### src/rtl/pixel_frame_writer.sv
// Camera pixel stream to frame-buffer writer: synchronises pclk strobes, tracks x/y,
// buffers pixels in a FIFO and writes them via req/ack. Optional 2x2 decimation: PIXEL_FRAME_WRITER_DECIMATE_EN.
module pixel_frame_writer #(
    parameter int                    H_RES      = 320,
    parameter int                    V_RES      = 240,
    parameter int                    ADDR_WIDTH = 17,
    parameter logic [ADDR_WIDTH-1:0] BASE_ADDR  = '0,
    parameter int                    FIFO_DEPTH = 4
) (
    input  logic                  i_clk,
    input  logic                  i_reset,
    input  logic                  i_vsync,
    input  logic                  i_href,
    input  logic                  i_newPixel,
    input  logic [15:0]           i_pixelData,
    input  logic                  i_enable,
    input  logic                  i_memAck,
    output logic                  o_memWrReq,
    output logic [ADDR_WIDTH-1:0] o_memAddr,
    output logic [15:0]           o_memData,
    output logic                  o_frameDone,
    output logic                  o_overflow,
    output logic                  o_busy
);
    localparam int XW = $clog2(H_RES + 1);
    localparam int YW = $clog2(V_RES + 1);
    localparam int PW = $clog2(FIFO_DEPTH);
    localparam int EW = ADDR_WIDTH + 16;
    localparam logic [XW-1:0] X_END    = XW'(H_RES);
    localparam logic [YW-1:0] Y_LAST   = YW'(V_RES - 1);
    localparam logic [PW:0]   CNT_FULL = (PW+1)'(FIFO_DEPTH);
    localparam logic [PW:0]   CNT_ONE  = (PW+1)'(1);
`ifdef PIXEL_FRAME_WRITER_DECIMATE_EN
    localparam logic [ADDR_WIDTH-1:0] LINE_STEP = ADDR_WIDTH'(H_RES / 2);
`else
    localparam logic [ADDR_WIDTH-1:0] LINE_STEP = ADDR_WIDTH'(H_RES);
`endif

    typedef enum logic [2:0] {S_IDLE, S_WAIT_VS, S_WAIT_START, S_CAPTURE, S_DRAIN} state_t;
    state_t r_state, w_next;

    logic [2:0]            r_vs_sync, r_hr_sync, r_np_sync;
    logic [XW-1:0]         r_x;
    logic [YW-1:0]         r_y;
    logic [ADDR_WIDTH-1:0] r_addr, r_line_base;
    logic [EW-1:0]         r_fifo [FIFO_DEPTH];
    logic [PW-1:0]         r_wp, r_rp;
    logic [PW:0]           r_cnt;
    logic                  r_frameDone, r_overflow;

    logic w_vs, w_vs_rise, w_vs_fall, w_hr, w_hr_fall, w_pix;
    logic w_accept, w_keep, w_empty, w_full, w_pop, w_push, w_drop, w_line_end, w_start;

    // Bit 1 is the synchronised level, bit 2 its previous value for edge detection.
    assign w_vs      = r_vs_sync[1];
    assign w_vs_rise = r_vs_sync[1] & ~r_vs_sync[2];
    assign w_vs_fall = ~r_vs_sync[1] & r_vs_sync[2];
    assign w_hr      = r_hr_sync[1];
    assign w_hr_fall = ~r_hr_sync[1] & r_hr_sync[2];
    assign w_pix     = r_np_sync[1] & ~r_np_sync[2];

    assign w_accept   = (r_state == S_CAPTURE) && w_pix && w_hr && (r_x < X_END);
`ifdef PIXEL_FRAME_WRITER_DECIMATE_EN
    assign w_keep     = w_accept && !r_x[0] && !r_y[0];
`else
    assign w_keep     = w_accept;
`endif
    assign w_line_end = (r_state == S_CAPTURE) && w_hr_fall && (r_x != '0);
    assign w_start    = (r_state == S_WAIT_START) && w_vs_fall;
    assign w_empty    = (r_cnt == '0);
    assign w_full     = (r_cnt == CNT_FULL);
    assign w_pop      = i_memAck && !w_empty;
    assign w_push     = w_keep && (!w_full || w_pop);
    assign w_drop     = w_keep && w_full && !w_pop;

    always_ff @(posedge i_clk) begin
        if (i_reset) begin
            r_vs_sync <= '0;
            r_hr_sync <= '0;
            r_np_sync <= '0;
        end else begin
            r_vs_sync <= {r_vs_sync[1:0], i_vsync};
            r_hr_sync <= {r_hr_sync[1:0], i_href};
            r_np_sync <= {r_np_sync[1:0], i_newPixel};
        end
    end

    always_comb begin
        w_next = r_state;
        case (r_state)
            S_IDLE:       if (i_enable) w_next = S_WAIT_VS;
            S_WAIT_VS:    if (w_vs) w_next = S_WAIT_START;
            S_WAIT_START: if (w_vs_fall) w_next = S_CAPTURE;
            S_CAPTURE:    if (w_vs_rise || (w_line_end && r_y == Y_LAST)) w_next = S_DRAIN;
            S_DRAIN:      if (w_empty || (w_pop && r_cnt == CNT_ONE)) w_next = S_IDLE;
            default:      w_next = S_IDLE;
        endcase
    end

    always_ff @(posedge i_clk) begin
        if (i_reset) begin
            r_state     <= S_IDLE;
            r_frameDone <= 1'b0;
            r_overflow  <= 1'b0;
        end else begin
            r_state     <= w_next;
            r_frameDone <= (r_state == S_DRAIN) && (w_next == S_IDLE);
            if (r_state == S_IDLE && w_next == S_WAIT_VS)
                r_overflow <= 1'b0;
            else if (w_drop)
                r_overflow <= 1'b1;
        end
    end

    // Running address: line_base tracks the first stored address of the current line.
    always_ff @(posedge i_clk) begin
        if (i_reset) begin
            r_x         <= '0;
            r_y         <= '0;
            r_addr      <= '0;
            r_line_base <= '0;
        end else if (w_start) begin
            r_x         <= '0;
            r_y         <= '0;
            r_addr      <= BASE_ADDR;
            r_line_base <= BASE_ADDR;
        end else if (w_line_end) begin
            r_x <= '0;
            r_y <= r_y + 1'b1;
`ifdef PIXEL_FRAME_WRITER_DECIMATE_EN
            if (!r_y[0]) begin
                r_line_base <= r_line_base + LINE_STEP;
                r_addr      <= r_line_base + LINE_STEP;
            end else begin
                r_addr      <= r_line_base;
            end
`else
            r_line_base <= r_line_base + LINE_STEP;
            r_addr      <= r_line_base + LINE_STEP;
`endif
        end else begin
            if (w_accept) r_x <= r_x + 1'b1;
            if (w_keep)   r_addr <= r_addr + 1'b1;
        end
    end

    always_ff @(posedge i_clk) begin
        if (i_reset) begin
            r_wp  <= '0;
            r_rp  <= '0;
            r_cnt <= '0;
            for (int i = 0; i < FIFO_DEPTH; i++) r_fifo[i] <= '0;
        end else begin
            if (w_push) begin
                r_fifo[r_wp] <= {r_addr, i_pixelData};
                r_wp         <= r_wp + 1'b1;
            end
            if (w_pop) r_rp <= r_rp + 1'b1;
            if (w_push && !w_pop)
                r_cnt <= r_cnt + 1'b1;
            else if (!w_push && w_pop)
                r_cnt <= r_cnt - 1'b1;
        end
    end

    assign o_memWrReq             = !w_empty && !i_reset;
    assign {o_memAddr, o_memData} = r_fifo[r_rp];
    assign o_frameDone            = r_frameDone;
    assign o_overflow             = r_overflow;
    assign o_busy                 = (r_state != S_IDLE);

endmodule

### config.mk
export PLATFORM = sky130hd
export DESIGN_NAME = pixel_frame_writer
export DESIGN_NICKNAME = d
export VERILOG_FILES = /design/src/rtl/pixel_frame_writer.sv
export SDC_FILE = /design/constraint.sdc
export NUM_CORES = 1
export LEC_CHECK = 0
export ABC_CLOCK_PERIOD_IN_PS = 4500
export CAP_MARGIN = 10
export CORE_ASPECT_RATIO = 0.8
export CORE_MARGIN = 5
export CORE_UTILIZATION = 40
export CTS_CLUSTER_SIZE = 8
export DETAILED_ROUTE_END_ITERATION = 8
export GPL_TIMING_DRIVEN = 0
export PLACE_DENSITY_LB_ADDON = 0.2
export REMOVE_ABC_BUFFERS = 1
export SYNTH_ARGS = -nofsm -noshare
export SYNTH_HDL_FRONTEND = slang
export SYNTH_SLANG_ARGS = --single-unit
### constraint.sdc
create_clock -name i_clk -period 4.5 [get_ports i_clk]
set_input_delay 0.9 -clock i_clk [delete_from_list [all_inputs] [get_ports i_clk]]
set_output_delay 0.9 -clock i_clk [all_outputs]
set_load 0.02 [all_outputs]
Word level (Yosys, flattened, before mapping)

Memory sizes are Yosys's and may differ from the RTL's. A register that Yosys moved wholly into a read port is not among the register bits.
Index checks and enable logic that the tools add are counted.

Reduce and logical (&&, ||, !) cells: 36
Shift operators: 0
$mul: 0
Div/mod/pow operators: 0
Add/subtract/negate cells: 8
Order comparisons: 1
Bitwise operators: 8
Equality and inequality tests: 8
Mux-type cells: 20

Operators with widths:

| kind                    | number |
|---|---|
| $mux W17                | 2 |
| $mux W33                | 1 |
| $reduce_or A33 Y1       | 1 |
| $mux W3                 | 7 |
| $add A17 B1 Y17 const B | 1 |
| $add A17 B9 Y17 const B | 1 |
| $logic_and A1 B1 Y1     | 17 |
| $pmux W3 S5             | 1 |
| $add A9 B1 Y9 const B   | 1 |
| $eq A3 B1 Y1 const B    | 3 |
| $logic_not A3 Y1        | 3 |
| $lt A9 B9 Y1 const B    | 1 |
| $reduce_bool A9 Y1      | 1 |
| $add A8 B1 Y8 const B   | 1 |
| $eq A8 B8 Y1 const B    | 1 |
| $eq A3 B2 Y1 const B    | 2 |
| $eq A3 B3 Y1 const B    | 2 |
| $mux W1                 | 6 |
| $mux W2                 | 3 |
| $logic_not A1 Y1        | 5 |
| $add A2 B1 Y2 const B   | 2 |
| $and A1 B1 Y1           | 4 |
| $not A1 Y1              | 4 |
| $reduce_bool A2 Y1      | 2 |
| 6 further kinds         | 9 |

Output and inout port bits: 37
Memory bits (read-only): 0
Latch bits: 0
Memory bits (writable): 132
Word-level logic and storage cells: 95
Input port bits: 23
Register bits: 72
Memories: 1

Memory list:

| memory | depth | bits a word | read ports | clocked after memory_dff | write ports | line | RTL |
|---|---|---|---|---|---|---|---|
| r_fifo | 4     | 33          | 1          | 1                        | 4           | 46   | `logic [EW-1:0] r_fifo [FIFO_DEPTH];` |

Logic depth before layout (Yosys ltp)

Gate-level depths: netlist (run 1).

Depth after elaboration: 11
Mapped depth: 11
Gate-level depth less buffers: 10

Worst setup path before layout (run 1)

OpenSTA, ideal clock, no wires.

Path type: in2reg
Start: input i_memAck
End: memory r_fifo[2][0] (netlist name) (enable)
Data required time: 4,070 ps
Path slack: 616 ps
Arrival time: 3,453 ps
Stages: 4
Path buffers: 1
Cell sequence: and3b_1 or4_4 buf_2 o21bai_1

RTL lines:

| what        | line | RTL |
|---|---|---|
| from (decl) | 17   | `input logic i_memAck,` |
| to (decl)   | 46   |  |

==> results of run 1 <==
flip-flops by register name (all words and copies together) (netlist names), named ones only:
register and count:
r_state 3, r_wp 2, r_y 8, r_x 9, r_vs_sync 3, r_hr_sync 3
o_frameDone 1, r_rp 2, o_overflow 1, r_cnt 3, r_line_base 11, r_addr 17
r_np_sync 3, r_fifo 132
per-layer routing:
metal  GRT usage, %  share of wire, %
met3           3.02               4.4
met5              0                 0
met1           19.8                43
met2           26.4                51
met4           4.26               1.1
report_power, final:
part	switching, mW	internal [mW]
registers	0.0502	2.01
clock network	0.750	0.855
logic	0.247	0.254
critical path, cell delays in order:
cell             delay (ps)
clkdlybuf4s50_1         520
and3b_1                 220
or4_4                   690
nor4_4                  610
buf_6                   250
or2_2                   750
layout by cell type, fill, tap and decap left out, types with 4 or more instances in the layout:
master and instances:
o21ai_0 19, inv_8 4, edfxtp_1 132, xor2_1 7
inv_1 15, buf_16 5, ha_1 10, or3_1 10
a31oi_1 4, and2_1 130, nand3_1 16, mux2i_1 4
clkdlybuf4s50_1 58, nor2b_1 11, inv_6 4, clkbuf_16 17
and3_1 5, xnor2_1 13, nor3_1 11, o31ai_1 11
nand2b_1 5, nand2_1 21, or4_1 11, nand4_1 13
or2_2 4, nor4_1 13, buf_6 5, nor2_1 30
a21oi_1 32, mux4_2 33, and4_1 4, dfxtp_1 66
per-stage QoR:
stage,std cells,util [%]
after floorplan,679,-
after global placement,1044,44.0
after detailed placement,1054,45.0
after CTS,1086,47.7
after global routing,1087,47.9
final,1087,47.9
synthesized netlist by cell type (all sizes together) (2+ instances only):
cell    instances
nor3           13
nor2b          11
o21ai          20
clkbuf         21
nand3b          2
dfxtp          68
a21o            3
or4            12
ha             10
a311oi          3
a31oi           4
nand4          13
nand2          21
o31ai          11
nor4           16
xnor2          13
nor2           31
and4            4
a211o           3
buf            25
a21oi          32
or3            10
edfxtp        132
o31a            2
nand3          16
mux2i           4
a31o            2
mux4           33
o21a            3
a41oi           3
nand2b          6
and2          130
inv            15
or2             4
and3            5
xor2            7
a211oi          4
worst max path at each step:
stage                     startpoint            end  cells after the start
after floorplan             i_memAck   r_fifo[2][0]                      3
final                       i_memAck   r_fifo[0][1]                      6
after CTS                   i_memAck  r_fifo[0][14]                      6
after global routing        i_memAck   r_fifo[0][1]                      6
after global placement      i_memAck  r_fifo[2][15]                      4
after detailed placement    i_memAck   r_fifo[0][3]                      6
cells by family after synthesis:
| logic type | count (synthesis) | synth area share (%) |
|---|---|---|
| XOR/XNOR | 20 | 1.92 |
| adder cells (fa/ha/maj) | 10 | 1.37 |
| AND/OR/NAND/NOR | 299 | 19.8 |
| AO/OA/AOI/OAI | 98 | 6.91 |
| buffers and inverters | 61 | 3.11 |
| multiplexers | 37 | 8.58 |
| flip-flops | 200 | 58.3 |
area by class of cell:
cell class	count	area, um^2	share of cell area (%)
flip-flops and latches	200	5330	49.6
well taps	306	383	3.56
repair buffers	70	800	7.44
inverters	15	56.3	0.524
clock buffers	17	425	3.96
multi-input cells	464	3550	33.0
clock inverters	15	201	1.88
==> metrics.txt, run 1 <==
HPWL Detailed=12400 um; Core Rows=49; sequential share of the synthesized area=approximately 60%; global route total overflow=0; Post-Syn Area=~9100 um^2; worst slew pin tran=~1100 ps; Die Ht=about 150 um; Most used DFF post-synth=edfxtp_1; vias in the first global route=a little under 6000; largest net degree at the start of global routing=50; WL/cell=17.7 um; Final period util=roughly 87%; first-pass GRT wire length=between 30000 and 40000 um; # IOs=60; IO buf count=59; drt first pass iters=5; top-area cell type share of the netlist area=43.4%; ant diodes=0; CTS tree=done; Tot Pwr=between 4 and 5 mW; Setup violations, final=0; R2R Path Start=r_cnt[0]; Hold Path Depth=1; mean number of vias per cell=5.35; min-delay src=r_hr_sync[0]; clk root buf=clkbuf_16; min Tclk post-route=just under 4000 ps; pwr/cell area=about 390 nW/um^2; Data arrival, critical path=3980 ps; Layout Skew=around 15 ps; post-synth top area cell=edfxtp_1; Final Hold Viols=0; fillers=roughly 2000; Total Die Area=~26000 um^2; Worst VDD drop=0.201 mV; TNS Setup=0 ps; Worst slew margin=around 30%; status=finished, final reports clean; Reg2Reg Depth=7; endpoint class of the critical path=flip-flop; register bit count reported by yosys=200; reg2reg end=r_fifo[0][1]; Starting Density=between 40 and 50%; max-cap violation count=0; # clock sinks=200; WHS=449 ps; GP Congestion=slightly below 0.8; Final WS setup=581 ps; CTS H-Tree Depth=4; RSZ-0062 raised after global routing=false; via count=slightly below 6000; Max Fclk=around 0.26 GHz; post-CTS setup buffers=0; Synthesis Warnings=0; Nets=between 800 and 900; clk_lat worst skew=~440 ps; Final Max Slew Viols=0; initial antenna violation count=0; DRT iter0 DRCs=between 300 and 400; Inserted Clock Buffers=17; Worst Setup Path Type=input pin to flip-flop; placed inst area=between 10000 and 15000 um^2; fin area=around 11000 um^2; Worst-path clk slew=roughly 70 ps; Chip Width=179 um; ys async rst share=0%; Worst R2R Setup Slack=890 ps; Syn Area/Cell=approximately 13 um^2; worst slack at placement=between 15 and 20 ps; drt drc=0; CP Launch Type=input pin; Hold Crit Class=flip-flop to flip-flop; Tot GR Track Use=between 10% and 20%; Yosys cell types=60; proportion of layout cells with a drive suffix above 1=approximately an eighth; Area Growth Syn to Fin=17.7%; routed wire length=around 19000 um; core footprint=22400 um^2; Routed Antenna Nets=0; crit path max fanout=33; hold_buf cts=0; Critical Path RT=4560 ps; Post-Synthesis Cells=about 730; clock tree buffer depth=2; Synth area leaders=edfxtp_1 (43%), dfxtp_1 (15%), and2_1 (8.9%); Post-synth EDFFs=132; number of cells upsized or downsized after cts=0; Hold EP=r_hr_sync[1]; Pleak=~3.6 nW
(Power assumes the default switching activity.)
==> run 2: changes to the inputs <==
--- a/config.mk
+++ b/config.mk
@@ -12,6 +12,7 @@
 export CORE_UTILIZATION = 40
 export CTS_CLUSTER_SIZE = 8
 export DETAILED_ROUTE_END_ITERATION = 8
+export GPL_ROUTABILITY_DRIVEN = 0
 export GPL_TIMING_DRIVEN = 0
 export PLACE_DENSITY_LB_ADDON = 0.2
 export REMOVE_ABC_BUFFERS = 1
==> results of run 2 <==
Final layout, timing and power as in run 1 (identical DEF).
==> run 3: changes to the inputs <==
--- a/config.mk
+++ b/config.mk
@@ -5,14 +5,14 @@
 export SDC_FILE = /design/constraint.sdc
 export NUM_CORES = 1
 export LEC_CHECK = 0
-export ABC_CLOCK_PERIOD_IN_PS = 4500
+export ABC_CLOCK_PERIOD_IN_PS = 4200
 export CAP_MARGIN = 10
 export CORE_ASPECT_RATIO = 0.8
 export CORE_MARGIN = 5
-export CORE_UTILIZATION = 40
+export CORE_UTILIZATION = 59
 export CTS_CLUSTER_SIZE = 8
 export DETAILED_ROUTE_END_ITERATION = 8
-export GPL_ROUTABILITY_DRIVEN = 0
+export GPL_ROUTABILITY_DRIVEN = 1
 export GPL_TIMING_DRIVEN = 0
 export PLACE_DENSITY_LB_ADDON = 0.2
 export REMOVE_ABC_BUFFERS = 1
==> constraint.sdc (replaced) <==
create_clock -name i_clk -period 4.2 [get_ports i_clk]
set_input_delay 0.84 -clock i_clk [delete_from_list [all_inputs] [get_ports i_clk]]
set_output_delay 0.84 -clock i_clk [all_outputs]
set_load 0.02 [all_outputs]
==> run 3 against run 2 <==
Critical path depth fell by 1. Worst setup slack worse by 240 ps. Register-to-register slack got worse by 300 ps. Combinational power up 4.6%. Hold slack gained 3.0 ps. First-iteration DRC count rose by 20%. Utilization increased by 22 points. Flip-flop and latch count unchanged. Global-route usage grew 6.0 points. Die area decreased by 30%. Clock power up 4%. Critical endpoint is now r_fifo[0][27].
==> metrics.txt, run 3 (same netlist as run 1, synthesis figures left out) <==
status=finished, final reports clean (unchanged); CP Launch Type=input pin (unchanged); NetSw=1.08 mW (was 1.05 mW); global route total overflow=0 (unchanged); number of cells upsized or downsized after cts=0 (unchanged); Net Sw Frac=24.5% (was 25.1%); clock tree buffer depth=2 (unchanged); Tot Pwr=4.42 mW (was 4.17 mW); clk_lat worst skew=430 ps (was 440 ps); Worst Setup Path Type=input pin to flip-flop (unchanged); initial antenna violation count=0 (unchanged); Setup violations, final=0 (unchanged); Worst slew margin=30.0% (was 29.5%); first-pass GRT wire length=30000 um (was 31400 um); Core Rows=40 (was 49); drt first pass iters=6 (was 5); proportion of layout cells with a drive suffix above 1=12.2% (was 12.4%); mean number of vias per cell=5.92 (was 5.35); Hold Crit Class=flip-flop to flip-flop (unchanged); CTS H-Tree Depth=4 (unchanged); biggest regs=r_fifo (132), r_addr (17), r_line_base (11) (unchanged); Worst VDD drop=0.381 mV (was 0.201 mV); worst slew pin tran=1050 ps (was 1060 ps); Layout Skew=10.8 ps (was 14.7 ps); Crit path max-delay family=simple AND/OR/NAND/NOR gates (unchanged); Comb power frac=11.9% (was 12.0%); crit-path max cell delay=850 ps (was 750 ps); hold_buf cts=0 (unchanged); drt drc=0 (unchanged); CTS tree=done (unchanged); Worst-path clk slew=70 ps (about the same); crit path max fanout=33 (unchanged); Largest register FFs=132 (unchanged); Pleak=3.62 nW (was 3.65 nW); min Tclk post-route=~3900 ps; largest net degree at the start of global routing=50 (unchanged); Final Max Slew Viols=0 (unchanged); non-filler cells, final=989 (was 1087); pwr/cell area=418 nW/um^2 (was 388 nW/um^2); post-CTS setup buffers=0 (unchanged); commonest non-fill, non-tap cells in the layout=edfxtp_1 (132), and2_1 (130), dfxtp_1 (66) (unchanged); Die Ht=121 um (was 145 um); HPWL Detailed=11300 um (was 12400 um); Total Die Area=18100 um^2 (was 26000 um^2); IO buf count=59 (unchanged); core footprint=15100 um^2 (was 22400 um^2); Flop pwr share=50.1% (was 49.5%); ant diodes=0 (unchanged); Biggest register=r_fifo (unchanged); Final period util=92.0%; most common cell after layout, fill and taps aside=edfxtp_1 (unchanged); Layout Utilization=69.9% (was 47.9%); P_int=3.34 mW (was 3.12 mW); # IOs=60 (unchanged); DP Cell Count=956 (was 1054); CP bufs+invs=1 (was 2); endpoint class of the critical path=flip-flop (unchanged); vias in the first global route=5820 (was 5885); fillers=1055 (was 2003); clk root buf=clkbuf_16 (unchanged); CP Cell Sequence=clkdlybuf4s50_1, and3b_1, or4_4, nor4_4, or2_2 (was clkdlybuf4s50_1, and3b_1, or4_4, nor4_4, buf_6, or2_2); Nets=799 (was 801); Routed Antenna Nets=0 (unchanged); Critical Path RT=4250 ps (was 4560 ps); GP Congestion=0.831; DRT iter0 DRCs=394 (was 329); Tot GR Track Use=21.4% (was 15.4%); Data arrival, critical path=3920 ps (was 3980 ps); fin area=10600 um^2 (was 10700 um^2); Max Fclk=0.259 GHz; routed wire length=18300 um (was 19300 um); Chip Width=149 um (was 179 um); clock network power share=38.0% (was 38.5%); Final Hold Viols=0 (unchanged); # clock sinks=200 (unchanged); max-cap violation count=0 (unchanged); WL/cell=18.5 um (was 17.7 um); via count=5854 (was 5819); Area Growth Syn to Fin=15.8% (was 17.7%); Inserted Clock Buffers=17 (unchanged); Starting Density=60.4% (was 40.7%); RSZ-0062 raised after global routing=false (unchanged); Critical Path Slowest Stage Cell=or2_2 (unchanged); placed inst area=9930 um^2 (was 10100 um^2)
run 3: changes by cell type in the layout (fill, tap and decap cells not counted):
cell	delta
buf_16	-1
buf_4	+1
clkbuf_1	+1
clkinv_4	+1
buf_6	-3
inv_8	+2
clkinv_1	-1
clkinvlp_4	+1
clkinv_8	-3
inv_6	-1
buf_8	+1
run 3: worst paths after layout:
kind,start,end,slack (ps),depth (start not counted)
setup / recovery,i_memAck,r_fifo[0][27],340,5
hold reg to reg,r_hr_sync[0],r_hr_sync[1],450,1
setup reg to reg,r_cnt[0],r_fifo[0][27],590,6
hold / removal,r_hr_sync[0],r_hr_sync[1],450,1
run 3: cell type report:
| cell class | count | area [um^2] | share of cell area (%) |
|---|---|---|---|
| repair buffers | 68 | 761 | 7.20 |
| well taps | 210 | 263 | 2.49 |
| flip-flops and latches | 200 | 5330 | 50.4 |
| clock buffers | 18 | 429 | 4.06 |
| multi-input cells | 464 | 3550 | 33.6 |
| inverters | 15 | 56.3 | 0.533 |
| clock inverters | 14 | 179 | 1.69 |
run 3: stage by stage:
step           worst slack [ps]  setup TNS [ps]  hold slack [ps]
2_1_floorplan               488               0              414
3_3_place_gp              -1330          -79620              429
3_5_place_dp               -160           -5200              439
4_1_cts                     309               0              457
6_report                    336               0              452
5_1_grt                     170               0              466
run 3: metal layers:
layer / GRT usage [%] / vias to the layer above / part of all wire (%)
li1: - / 2775 / -
met1: 27.7 / 2889 / 43
met2: 36.3 / 167 / 50
met3: 4.44 / 23 / 5.1
met4: 6.69 / 0 / 1.9
met5: 0 / - / 0
run 3: worst reg2reg max path: cells and delay by family (launching register included):
family        cells  cell delay [ps]
simple gates      4             2500
flops             1              390
fa+ha+maj         1              230
buf+inv           1               80
run 3: power groups by stage:
| stage | logic [mW] | registers (mW) | clock network [mW] |
|---|---|---|---|
| 2_1_floorplan | 0.305 | 2.25 | 0 |
| 3_3_place_gp | 0.489 | 2.28 | 0 |
| 3_5_place_dp | 0.529 | 2.26 | 0 |
| 4_1_cts | 0.532 | 2.22 | 1.70 |
| 5_1_grt | 0.565 | 2.23 | 1.79 |
| 6_report | 0.524 | 2.22 | 1.68 |
